### src/rtl/quad_decoder.sv
`default_nettype none
// +----------------------------------------------------------------------------+
// | quad_decoder: quadrature A/B -> filtered enable/up_down steps, err on jump.|
// | Optional QDEC_ERR_CNT_EN adds saturating err_cnt[7:0].   Revision: 1.0     |
// +----------------------------------------------------------------------------+
module quad_decoder #(
  parameter int FILTER_LEN  = 2,
  parameter int DECODE_MODE = 4
) (
  input  logic       clk,
  input  logic       rst,
  input  logic       a_in,
  input  logic       b_in,
  output logic       enable,
  output logic       up_down,
  output logic       err
`ifdef QDEC_ERR_CNT_EN
  ,
  output logic [7:0] err_cnt
`endif
);

  localparam logic [3:0] CNT_MAX = 4'(FILTER_LEN);

  typedef enum logic {
    S_INIT = 1'b0,
    S_RUN  = 1'b1
  } state_t;

  state_t     state;
  logic [1:0] sync_a;
  logic [1:0] sync_b;
  logic [1:0] samp;
  logic [1:0] filt;
  logic [1:0] cand;
  logic [1:0] fill;
  logic [3:0] cnt;
  logic       step_up;
  logic       step_bad;
  logic       step_pass;

  always_ff @(posedge clk) begin
    if (!rst) begin
      sync_a <= 2'b00;
      sync_b <= 2'b00;
    end else begin
      sync_a <= {sync_a[0], a_in};
      sync_b <= {sync_b[0], b_in};
    end
  end

  assign samp = {sync_a[1], sync_b[1]};

  // Gray-code step classification of {old, new}, AB bit order.
  always_comb begin
    step_up  = 1'b0;
    step_bad = 1'b0;
    case ({filt, samp})
      4'b00_10, 4'b10_11, 4'b11_01, 4'b01_00: step_up  = 1'b1;
      4'b00_11, 4'b11_00, 4'b10_01, 4'b01_10: step_bad = 1'b1;
      default: ;
    endcase
  end

  generate
    if (DECODE_MODE == 4) begin : g_mode4
      assign step_pass = 1'b1;
    end else if (DECODE_MODE == 2) begin : g_mode2
      assign step_pass = filt[1] ^ samp[1];
    end else begin : g_mode1
      assign step_pass = ((filt == 2'b00) && (samp == 2'b10)) ||
                         ((filt == 2'b10) && (samp == 2'b00));
    end
  endgenerate

  always_ff @(posedge clk) begin
    if (!rst) begin
      state   <= S_INIT;
      fill    <= 2'd0;
      cnt     <= 4'd0;
      cand    <= 2'b00;
      filt    <= 2'b00;
      enable  <= 1'b0;
      up_down <= 1'b0;
      err     <= 1'b0;
    end else begin
      enable <= 1'b0;
      err    <= 1'b0;
      case (state)
        // Wait for the cleared synchroniser to refill before adopting its level.
        S_INIT: begin
          if (fill == 2'd2) begin
            filt  <= samp;
            state <= S_RUN;
          end else begin
            fill <= fill + 2'd1;
          end
        end
        S_RUN: begin
          if (samp == filt) begin
            cnt <= 4'd0;
          end else if ((cnt != 4'd0) && (samp != cand)) begin
            cnt  <= 4'd1;
            cand <= samp;
          end else if (cnt == CNT_MAX) begin
            cnt  <= 4'd0;
            filt <= samp;
            if (step_bad) begin
              err <= 1'b1;
            end else if (step_pass) begin
              enable  <= 1'b1;
              up_down <= step_up;
            end
          end else begin
            cnt  <= cnt + 4'd1;
            cand <= samp;
          end
        end
      endcase
    end
  end

`ifdef QDEC_ERR_CNT_EN
  always_ff @(posedge clk) begin
    if (!rst) begin
      err_cnt <= 8'd0;
    end else if (err && (err_cnt != 8'hFF)) begin
      err_cnt <= err_cnt + 8'd1;
    end
  end
`endif

endmodule
`default_nettype wire

### config.mk
export PLATFORM = sky130hd
export DESIGN_NAME = quad_decoder
export DESIGN_NICKNAME = d
export VERILOG_FILES = /design/src/rtl/quad_decoder.sv
export SDC_FILE = /design/constraint.sdc
export NUM_CORES = 1
export LEC_CHECK = 0
export CAP_MARGIN = 20
export CORE_AREA = 2 2 44 46
export DETAILED_ROUTE_END_ITERATION = 10
export DIE_AREA = 0 0 46 48
export GPL_TIMING_DRIVEN = 0
export PLACE_DENSITY = 0.7
export SETUP_SLACK_MARGIN = 0.1
export SKIP_CTS_REPAIR_TIMING = 1
export SYNTH_ARGS = -nofsm -noshare
export SYNTH_HDL_FRONTEND = slang
export SYNTH_SLANG_ARGS = --single-unit
export TNS_END_PERCENT = 20
### constraint.sdc
create_clock -name clk -period 1.8 [get_ports clk]
set_input_delay 0.45 -clock clk [delete_from_list [all_inputs] [get_ports clk]]
set_output_delay 0.45 -clock clk [all_outputs]
set_load 0.05 [all_outputs]
# Word level (Yosys, flattened, before mapping)

Index checks and enable logic that the tools add are counted.

Reduce and logical (&&, ||, !) cells: 9
Multiplexer cells: 16
Equal/unequal tests: 17
Bitwise operators: 7
$add $sub $neg: 2

Operators by type and width:

| cell                  | count |
|---|---|
| $eq A4 B4 Y1 const B  | 4 |
| $eq A4 B2 Y1 const B  | 3 |
| $mux W2               | 6 |
| $mux W4               | 3 |
| $eq A4 B3 Y1 const B  | 2 |
| $ne A2 B2 Y1 const B  | 4 |
| $reduce_or A4 Y1      | 2 |
| $not A1 Y1            | 7 |
| $mux W1               | 6 |
| $reduce_and A5 Y1     | 1 |
| $reduce_or A5 Y1      | 1 |
| $add A4 B1 Y4 const B | 1 |
| $pmux W2 S2           | 1 |
| $reduce_and A4 Y1     | 1 |
| $reduce_bool A4 Y1    | 1 |
| $reduce_and A3 Y1     | 1 |
| $add A2 B1 Y2 const B | 1 |
| $eq A2 B2 Y1          | 1 |
| $eq A2 B2 Y1 const B  | 1 |
| $ne A2 B1 Y1 const B  | 1 |
| $ne A2 B2 Y1          | 1 |
| $reduce_and A2 Y1     | 1 |
| $logic_and A1 B1 Y1   | 1 |

Logic and storage cells: 61
Input bits: 4
Output and inout port bits: 3
Register bits: 18

# Longest topological paths before layout

Depth after elaboration: 5
Gate-level depth with buffers: 5
Mapped depth without buffers: 5

# Worst setup path after synthesis

OpenSTA, ideal clock, no wires.

Kind: reg2reg
Start point: reg sync_b[1]
End point: reg filt[0]
Path buffers: 1
Required time: 1.728 ns
Period minus slack after synthesis: 1.389 ns
Slack: 0.411 ns
Data arrival time: 1.317 ns
Library setup time: 0.072 ns
Stages on the path, launching flop included: 6
Cells stage by stage: dfxtp_1 > buf_4 > xnor2_1 > a21bo_4 > o32ai_4 > mux2i_1

Cells in the longest elaborated chain, start to end: 4
Elaborated cells on any way between the ends: 11
Those cells by class: 4 x eq/ne; 5 x mux; 2 x reduce/logical

RTL lines:

| element                                                           | RTL line | text |
|---|---|---|
| start, declared                                                   | 32       | `logic [1:0] sync_b;` |
| start signal, assigned                                            | 48       | `sync_b <= {sync_b[0], b_in};` |
| $ne A2 B2 Y1 or $mux W2 (tied branches)                           | 102, 105 |  |
| $logic_and A1 B1 Y1 or $mux W2 (tied branches)                    | 102      | `end else if ((cnt != 4'd0) && (samp != cand)) begin` |
| $ne A2 B2 Y1 (no source line) or $mux W2 (tied branches)          | -        |  |
| $reduce_and A4 Y1 (no source line) or $pmux W2 S2 (tied branches) | -        |  |
| end signal, assigned                                              | 93       | `filt <= samp;` |
| end signal, assigned                                              | 107      | `filt <= samp;` |
| end, declared                                                     | 34       | `logic [1:0] filt;` |

Parallel ways exist; a longest one is shown, timed or not. The select of a mux whose other input is x is not followed.
A chain may end at the register's enable or synchronous reset.

# Final worst setup path

Start point: reg up_down
End point: out up_down

RTL lines:

| element                | RTL line | text |
|---|---|---|
| start, declared        | 15       | `output logic up_down,` |
| start signal, assigned | 112      | `up_down <= step_up;` |

No word-level cell between the ends.

==> metrics.txt <==
# TYPE chip_impl_metric gauge
chip_impl_info{name="run_status",value="finished, final reports clean"} 1
chip_impl_metric{name="diodes",unit=""} 0
chip_impl_metric{name="n_fill_cell",unit=""} 149
chip_impl_metric{name="combinationalPowerShare",unit=""} 0.236
chip_impl_metric{name="critical_path_peak_fanout",unit=""} 2
chip_impl_metric{name="synth_nets",unit=""} 90
chip_impl_metric{name="grt_first_pass_wirelength",unit="um"} 2235
chip_impl_metric{name="final_setup_margin",unit="ns"} 0.3027
chip_impl_metric{name="clock_insertion_delay_worst_skew",unit="ns"} 0.29
chip_impl_metric{name="first_global_vias",unit=""} 546
chip_impl_metric{name="drv_slew",unit=""} 0
chip_impl_info{name="cts_root_buf",value="clkbuf_4"} 1
chip_impl_metric{name="maximum_buffer_depth_of_the_clock_tree",unit=""} 2
chip_impl_info{name="worstReg2RegStart",value="sync_b[1]"} 1
chip_impl_metric{name="final_cells",unit=""} 111
chip_impl_metric{name="synthCells",unit=""} 85
chip_impl_metric{name="worst_ep_arrival_time",unit="ns"} 1.05
chip_impl_metric{name="ff_latch_count_synth",unit=""} 18
chip_impl_metric{name="cp.buffers_inverters",unit=""} 1
chip_impl_metric{name="drcViolationCount",unit=""} 0
chip_impl_metric{name="grt_start_max_net_pins",unit=""} 11
chip_impl_metric{name="timing.reg2reg.setup_slack",unit="ns"} 0.34
chip_impl_metric{name="chipHeight",unit="um"} 48
chip_impl_metric{name="io_buffer_count",unit=""} 5
chip_impl_metric{name="floorplan.die.width",unit="um"} 46
chip_impl_metric{name="switching_share",unit=""} 0.2761
chip_impl_info{name="mostFrequentLayoutCells",value="dfxtp_1, nand2_1, xnor2_1"} 1
chip_impl_info{name="critical_path.top_delay_family",value="buffers and inverters"} 1
chip_impl_info{name="worst_hold_path_ep",value="sync_b[1]"} 1
chip_impl_metric{name="ctsHtreeMaxLevel",unit=""} 1
chip_impl_metric{name="timing.reg2reg.worst_path_depth",unit=""} 5
chip_impl_metric{name="layout_min_cycle_time",unit="ns"} 1.497
chip_impl_info{name="critPathCaptureType",value="output port"} 1
chip_impl_metric{name="max_freq",unit="MHz"} 667.9
chip_impl_metric{name="number_of_drc_violations_after_detailed_routing_iteration_0",unit=""} 2
chip_impl_info{name="critPathLaunchType",value="flip-flop"} 1
chip_impl_metric{name="antenna_found_initial",unit=""} 0
chip_impl_metric{name="power.share.clock",unit=""} 0.268
chip_impl_metric{name="vias_per_cell",unit=""} 5.261
chip_impl_metric{name="syn-mean-instance-area",unit="um2"} 9.804
chip_impl_metric{name="place.detailed.hpwl",unit="um"} 903.6
chip_impl_metric{name="synth.yosys.warnings",unit=""} 0
chip_impl_info{name="layout.cells.most_common",value="dfxtp_1"} 1
chip_impl_metric{name="finalCoreUtilization",unit=""} 0.5615
chip_impl_metric{name="cellInternalPower",unit="mW"} 0.6593
chip_impl_metric{name="slew_headroom",unit=""} 0.6666
chip_impl_info{name="crit_path_top_delay_cell",value="dlymetal6s2s_1"} 1
chip_impl_metric{name="finClkSkew",unit="ns"} 0.001962
chip_impl_metric{name="area_delta_synth_final",unit="%"} 13.81
chip_impl_metric{name="io-pin-count",unit=""} 7
chip_impl_metric{name="power_per_cell_area",unit="nW/um2"} 960.4
chip_impl_metric{name="p_switching",unit="mW"} 0.2515
chip_impl_metric{name="maximum_ir_drop_on_the_vdd_rail",unit="uV"} 442.1
chip_impl_metric{name="synth-seq-area-share",unit=""} 0.4324
chip_impl_metric{name="setup_tns",unit="ns"} 0
chip_impl_metric{name="core_area",unit="um2"} 1689
chip_impl_metric{name="detail_route.wl_per_cell",unit="um"} 10.92
chip_impl_metric{name="number_of_optimization_iterations_in_the_first_detailed_route_pass",unit=""} 3
chip_impl_metric{name="grt_use_total",unit=""} 0.1464
chip_impl_metric{name="layout.nets",unit=""} 100
chip_impl_metric{name="worst_setup_timing_slack_at_the_placement_stage",unit="ns"} 0.2463
chip_impl_info{name="timing.critical_path.cells",value="dlymetal6s2s_1"} 1
chip_impl_metric{name="p_leak",unit="nW"} 0.4073
chip_impl_metric{name="worst_path_largest_cell_delay",unit="ns"} 0.42
chip_impl_metric{name="wirelength",unit="um"} 1212
chip_impl_metric{name="die_area",unit="um2"} 2208
chip_impl_metric{name="worst_slew_pin_tran",unit="ns"} 0.4993
chip_impl_info{name="grt_setup_unrepaired",value="false"} 1
chip_impl_metric{name="dpl.cell_count",unit=""} 107
chip_impl_metric{name="cell_rows",unit=""} 15
chip_impl_info{name="min_from",value="sync_b[0]"} 1
chip_impl_metric{name="post-route-period-util",unit=""} 0.8318
chip_impl_metric{name="detail-route-antenna-nets",unit=""} 0
chip_impl_metric{name="timing.critical_path.required",unit="ns"} 1.35
chip_impl_metric{name="gp_congestion",unit=""} 0.7855
chip_impl_metric{name="routed-via-count",unit=""} 584
chip_impl_info{name="min-delay-path-class",value="flip-flop to flip-flop"} 1
chip_impl_metric{name="final-hold-violation-count",unit=""} 0
chip_impl_metric{name="synthDistinctLibCells",unit=""} 30
chip_impl_metric{name="grt_overflow_total",unit=""} 0
chip_impl_metric{name="floorplan.initialDensity",unit=""} 0.4933
chip_impl_metric{name="clkTransAtPathRegs",unit="ns"} 0.10
chip_impl_metric{name="power.share.sequential",unit=""} 0.496
chip_impl_metric{name="cts_buffers",unit=""} 3
chip_impl_info{name="clock_tree_from_tritoncts",value="built"} 1
chip_impl_metric{name="fraction_of_layout_instances_using_a_drive_strength_above_1",unit=""} 0.1170
chip_impl_info{name="timing.critical_path.from",value="up_down"} 1
chip_impl_metric{name="synthesis.area",unit="um2"} 833.3
chip_impl_info{name="rr_endpoint",value="filt[0]"} 1
chip_impl_info{name="worst-setup-path-type",value="flip-flop to output port"} 1
chip_impl_metric{name="report.final.setup_viol",unit=""} 0
chip_impl_metric{name="whs_path_depth",unit=""} 1
chip_impl_metric{name="clock-sinks",unit=""} 18
chip_impl_metric{name="maxCapViolations",unit=""} 0
[cell families after synthesis]
| family | Yosys count | synth area share |
|---|---|---|
| mux | 5 | 0.06006 |
| compound gates | 11 | 0.1382 |
| xor+xnor | 9 | 0.09460 |
| flops | 18 | 0.4324 |
| buf+inv | 8 | 0.04504 |
| simple gates | 33 | 0.2147 |
| fa+ha+maj | 1 | 0.01501 |
[flip-flops by register name, summed over array words and instances, names as in the netlist]
| name | cells |
|---|---|
| cnt | 4 |
| enable | 1 |
| fill | 2 |
| state | 1 |
| sync_a | 2 |
| filt | 2 |
| up_down | 1 |
| sync_b | 2 |
| err | 1 |
| cand | 2 |
[Yosys cell counts]
cell       number  share of area
o32ai_4         1          0.033
o21bai_1        1         0.0090
a311oi_1        2          0.021
and3_1          1         0.0075
a21oi_1         2          0.012
xnor2_1         6          0.063
or3_1           1         0.0075
and2_1          5          0.038
nor2b_1         3          0.023
inv_1           3          0.014
clkbuf_1        3          0.014
nand2_2         1         0.0075
a21boi_0        1         0.0090
a21bo_2         1          0.012
mux2i_1         5          0.060
nand2b_1        2          0.015
nand2_1         9          0.041
o2111ai_1       1          0.011
o211a_1         1          0.012
nand3_1         3          0.018
nor2_1          3          0.014
nor4_2          1          0.015
nor3_1          2          0.012
buf_4           2          0.018
a21bo_4         1          0.020
nand4_1         1         0.0075
and3b_1         1          0.011
xor2_1          3          0.032
ha_1            1          0.015
dfxtp_1        18           0.43
[metal layers]
layer / GRT usage / up-vias / wire [um]
met3: 0.04528 / 3 / 40
met2: 0.2417 / 8 / 602
met5: 0 / - / 0
li1: - / 305 / -
met1: 0.1670 / 268 / 541
met4: 0.08571 / 0 / 28
[how the worst max path moves through the flow]
stage,to,slack (ns),cells past startpoint
2_1_floorplan,filt[0],0.41,5
3_3_place_gp,up_down,0.25,1
3_5_place_dp,up_down,0.25,1
4_1_cts,up_down,-0.1,1
5_1_grt,up_down,0.18,5
6_report,up_down,0.30,1
[power groups by stage]
| stage | sequential [mW] | combinational [mW] | clock [mW] |
|---|---|---|---|
| 3_5_place_dp | 0.460 | 0.221 | 0 |
| 2_1_floorplan | 0.456 | 0.185 | 0 |
| 6_report | 0.452 | 0.215 | 0.244 |
| 5_1_grt | 0.457 | 0.247 | 0.272 |
| 3_3_place_gp | 0.460 | 0.212 | 0 |
| 4_1_cts | 0.452 | 0.220 | 0.254 |
[final cells by class]
class,count,area (um2),area share
Sequential cell,18,360.3,0.3799
Buffer,5,26.28,0.02770
Clock buffer,4,36.28,0.03826
Multi-Input combinational cell,59,435.4,0.4591
Inverter,3,11.26,0.01187
Timing Repair Buffer,5,57.56,0.06069
Tap cell,17,21.27,0.02243
[through the flow]
step / area (um2) / hold WS, ns / power [mW]
final: 948.4 / 0.4471 / 0.9108
after global routing: 948.4 / 0.4699 / 0.9767
after CTS: 940.9 / 0.4530 / 0.9267
after detailed placement: 904.6 / 0.4242 / 0.6808
after global placement: 904.6 / 0.4181 / 0.6721
after floorplan: 833.3 / 0.4119 / 0.6412
No activity file was read; power rests on OpenSTA's default activity.
==> variant 1 (config.mk and constraints unchanged) <==
Register the output `enable` once more, cleared by the reset; this adds one clock of latency there. The other outputs are not delayed to match.
--- a/src/rtl/quad_decoder.sv
+++ b/src/rtl/quad_decoder.sv
@@ -27,4 +27,6 @@
     S_RUN  = 1'b1
   } state_t;
+
+  logic enable_s0;
 
   state_t     state;
@@ -81,9 +83,9 @@
       cand    <= 2'b00;
       filt    <= 2'b00;
-      enable  <= 1'b0;
+      enable_s0 <= 1'b0;
       up_down <= 1'b0;
       err     <= 1'b0;
     end else begin
-      enable <= 1'b0;
+      enable_s0 <= 1'b0;
       err    <= 1'b0;
       case (state)
@@ -109,5 +111,5 @@
               err <= 1'b1;
             end else if (step_pass) begin
-              enable  <= 1'b1;
+              enable_s0 <= 1'b1;
               up_down <= step_up;
             end
@@ -131,4 +133,12 @@
 `endif
 
+  always_ff @(posedge clk) begin
+    if (!rst) begin
+      enable <= '0;
+    end else begin
+      enable <= enable_s0;
+    end
+  end
+
 endmodule
 `default_nettype wire
Function: changed (Yosys sat finds a counterexample within 10 cycles, from zero or initial values and one cycle with rst low).
==> variant 1 against the unedited design <==
- die area unchanged
- first-iteration DRC count increased by 100%
- synthesized area rose by 4.2%
- design area is 3.8% higher
- sequential cell count increased by 1
- routed wire length grew 5.9%
- core utilization grew 2.1 points
- count of clock-buffer cells in the layout fell by 1
- setup slack worse by 0.094 ns
- total power fell by 1.4%
- critical endpoint is now cand[0]$_SDFFE_PN0P_
- highest routed layer unchanged
==> variant 1: results (changes against the unedited design) <==
actual slew at the worst max-slew pin=0.499 ns (-0.000612 ns); Syn Area/Cell=10.3 sq um (+5.4%); hold_ws=0.444 ns (-0.00309 ns); CP max FO=6 (+4); outcome=finished, final reports clean; setup slack, reg-to-reg=0.21 ns (-0.13 ns); P_leak=0.000433 uW (+6.4%); vias=590 (+1.0%); IO buf count=6 (+1); DP Area=950 sq um (+5.0%); post-DP HPWL=970 microns (+7.3%); Slowest-stage cell, CP=dfxtp_1; Clock Skew=0.00512 ns (+0.00316 ns); routability cong.=0.738 (-6.1%); vias in the first global route=477 (-13%); top-area cell type share of the netlist area=43.8% (+0.56 points); first-pass GRT wire length=2.07 mm (-7.4%); XOR/XNOR Fraction of Synth Area=9.94% (+0.48 points); Post-Synth Adder-Cell Area=5.76% (+4.3 points); largest net degree at the start of global routing=12 (+1); beginning of the worst hold path=sync_a[0]$_SDFF_PN0_; CP arrival=1.82 ns (+0.77 ns); maximum vdd drop=0.000550 V (+24%); per-cell routed wire length=11.6 microns (+5.9%); Hold Path Sink=sync_a[1]$_SDFF_PN0_; syn_nets=92 (+2.2%); Compound-Gate Fraction of Synth Area=9.65% (-4.2 points); Cell variety after synth=28 (-6.7%); Synth area leaders=dfxtp_1 44%, mux2i_1 6.9%, ha_1 5.8%; pre-CTS setup slack=0.0412 ns (-0.205 ns); synth cell count leaders=19 x dfxtp_1, 11 x nand2_1, 7 x and2_1; slowest stage delay, CP=0.39 ns (-0.03 ns); Nets=103 (+3.0%); Pre-Repair DR Iteration Count=4 (+1); Post-Route WL=1.28 mm (+5.9%)
variant 1: cell type report:
type / instances / area, sq um
Clock inverter: 1 / 5.00
Fill cell: 162 / 704
Clock buffer: 3 / 22.5
Tap cell: 17 / 21.3
Buffer: 3 / 23.8
Timing Repair Buffer: 6 / 67.6
Sequential cell: 19 / 380
Inverter: 4 / 15.0
Multi-Input combinational cell: 58 / 449
variant 1: worst max-delay path by stage:
| stage | start | end | slack, ns |
|---|---|---|---|
| final | cnt[0]$_SDFFE_PN0P_ | cand[0]$_SDFFE_PN0P_ | 0.21 |
| after global routing | cnt[0]$_SDFFE_PN0P_ | cand[0]$_SDFFE_PN0P_ | 0.10 |
| after CTS | up_down$_SDFFE_PN0P_ | up_down | -0.10 |
| after detailed placement | rst | cand[0]$_SDFFE_PN0P_ | 0.04 |
| after global placement | rst | cand[0]$_SDFFE_PN0P_ | 0.06 |
| after floorplan | cnt[0]$_SDFFE_PN0P_ | cand[1]$_SDFFE_PN0P_ | 0.38 |
variant 1: logic make-up after synthesis:
family | after synthesis
and+or+nand+nor | 31
DFF | 19
xor gates and xnor gates | 9
AOI/OAI and AO/OA | 8
buffers and inverters | 7
muxes | 6
adders and majority gates | 4
variant 1: power breakdown:
group	switching [uW]	internal, uW	total (uW)
registers	18.7	456	474
logic	104	107	210
clock network	131	82.7	213
variant 1: layer usage:
layer,vias up,GRT usage (%),part of all wire [%]
met1,275,18.0,48
met2,9,20.0,48
li1,302,-,-
met5,-,0,0
met4,0,8.57,1.9
met3,4,2.26,2.9
==> variant 2 (same flow settings) <==
Made on the original files. Add an input register stage for `a_in` and `b_in`, cleared by the reset; this delays them by one clock.
--- a/src/rtl/quad_decoder.sv
+++ b/src/rtl/quad_decoder.sv
@@ -28,4 +28,17 @@
   } state_t;
 
+  logic a_q;
+  logic b_q;
+
+  always_ff @(posedge clk) begin
+    if (!rst) begin
+      a_q <= '0;
+      b_q <= '0;
+    end else begin
+      a_q <= a_in;
+      b_q <= b_in;
+    end
+  end
+
   state_t     state;
   logic [1:0] sync_a;
@@ -45,6 +58,6 @@
       sync_b <= 2'b00;
     end else begin
-      sync_a <= {sync_a[0], a_in};
-      sync_b <= {sync_b[0], b_in};
+      sync_a <= {sync_a[0], a_q};
+      sync_b <= {sync_b[0], b_q};
     end
   end
Behaviour: not the same (Yosys sat finds a counterexample within 10 cycles, from zero or initial values and one cycle with rst low).
==> variant 2 against the unedited design <==
- design area increased by 9.0%
- sequential cell count increased by 2
- synthesized area increased by 8.6%
- global-route usage increased by 3.1 points
- total power increased by 3.3%
- routed wire length increased by 28%
- die area unchanged
- setup slack got worse by 0.22 ns
- clock skew increased by 0.0041 ns
- critical path type is now in2reg
- critical endpoint is now cnt[3]$_SDFFE_PN0P_
- largest cell class unchanged
==> variant 2: results (changes against the unedited design) <==
Hold Path Sink=sync_a[1]$_SDFF_PN0_; DP Area=986 sq um (+9.0%); first-pass GRT wire length=2.70 mm (+21%); syn_nets=102 (+13%); Hold Path Class=reg2reg; total global routing track utilization=17.7% (+3.1 points); Largest register FFs=4 (unchanged); outcome=finished, final reports clean; Critical Path Source=rst; CP arrival=1.97 ns (+0.92 ns); worst-skew pair later-pin latency=0.31 ns (+0.02 ns); beginning of the worst hold path=sync_a[0]$_SDFF_PN0_; maximum vdd drop=0.000678 V (+53%); largest net degree at the start of global routing=12 (+1); synth cell count leaders=20 x dfxtp_1, 10 x nand2_1, 8 x nor2_1; max cap viols=0 (unchanged); R2R Path End=up_down$_SDFFE_PN0P_; Placed Cells=117 (+9.3%); CTS max path bufs=2 (unchanged); P_leak=0.000424 uW (+4.1%); Worst Hold Depth=1 (unchanged); initial drt markers=13 (+11); Yosys Warn Count=0 (unchanged); post-DP HPWL=1.17 mm (+29%); Layout Cells excl Fill=121 (+9.0%); Clock Skew=0.00602 ns (+0.00406 ns); via density per instance=5.58 (+6.0%); clk root buf=clkbuf_4; Clock transition at path regs=0.11 ns; fillcell total=153 (+2.7%); Pre-Repair DR Iteration Count=5 (+2); routability cong.=0.696 (-11%); Cell variety after synth=31 (+3.3%); Synth area leaders=dfxtp_1 44%, xnor2_1 5.8%, ha_1 5.5%; worst rel slew slack=66.5% (-0.14 points); hold_ws=0.442 ns (-0.00536 ns); sequential element share of the synthesized area=44.3% (+1.0 points); vias in the first global route=660 (+21%); Post-Synthesis Cells=94 (+11%); number of flops mapped to enable cells by yosys=0 (unchanged); H-Tree Depth=1 (unchanged); pre-CTS setup slack=-0.251 ns (-0.497 ns); setup slack, reg-to-reg=0.27 ns (-0.07 ns); share of cells above drive strength 1=8.65% (-3.0 points); Post-Route WL=1.55 mm (+28%); Nets=113 (+13%); final antenna diode count=0 (unchanged); Worst R2R Path Depth=4 (-1); worst r2r src=state$_SDFF_PN0_; IO buf count=6 (+1); CP max FO=9 (+7)
## variant 2: area by class of cell
type                    count  area, sq um  area share [%]
repair buffers              6         67.6            6.54
flip-flops and latches     20          400            38.7
plain buffers               2         7.51           0.726
inverters                   6         26.3            2.54
multi-input cells          66          474            45.9
clock buffers               4         36.3            3.51
well taps                  17         21.3            2.06
## variant 2: layer usage
metal / vias up / global-route usage, % / share of wire, %
met1: 321 / 18.8 / 44
met3: 2 / 4.91 / 3.0
met5: - / 0 / 0
met2: 12 / 31.7 / 52
met4: 0 / 9.71 / 1.4
li1: 340 / - / -
## variant 2: logic make-up (layout without fill, tap and decap cells)
group | count (synthesis) | after routing | share of synthesized area (%)
compound gates | 13 | 13 | 13.6
xor+xnor | 7 | 7 | 6.78
fa+ha+maj | 4 | 4 | 5.53
buf+inv | 8 | 18 | 3.32
flops | 20 | 20 | 44.3
mux | 5 | 5 | 5.53
simple gates | 37 | 37 | 21.0
## variant 2: power by group
| part | internal [uW] | switching (uW) | total [uW] |
|---|---|---|---|
| logic | 87.3 | 97.3 | 185 |
| clock network | 124 | 140 | 263 |
| registers | 476 | 17.1 | 493 |
| total | 687 | 254 | 941 |
## variant 2: worst max path at each step
stage | end | slack (ns) | cells after the start
after CTS | up_down | -0.11 | 1
after detailed placement | cnt[3]$_SDFFE_PN0P_ | -0.25 | 5
after floorplan | cnt[0]$_SDFFE_PN0P_ | 0.44 | 5
after global placement | cnt[3]$_SDFFE_PN0P_ | -0.22 | 5
after global routing | cnt[3]$_SDFFE_PN0P_ | -0.004 | 5
final | cnt[3]$_SDFFE_PN0P_ | 0.08 | 5
## variant 2: worst max-delay path, stage by stage
cell,delay [ns]
clkdlybuf4s50_1,0.63
clkinvlp_4,0.27
a221oi_2,0.34
a31oi_1,0.13
o21ai_0,0.14
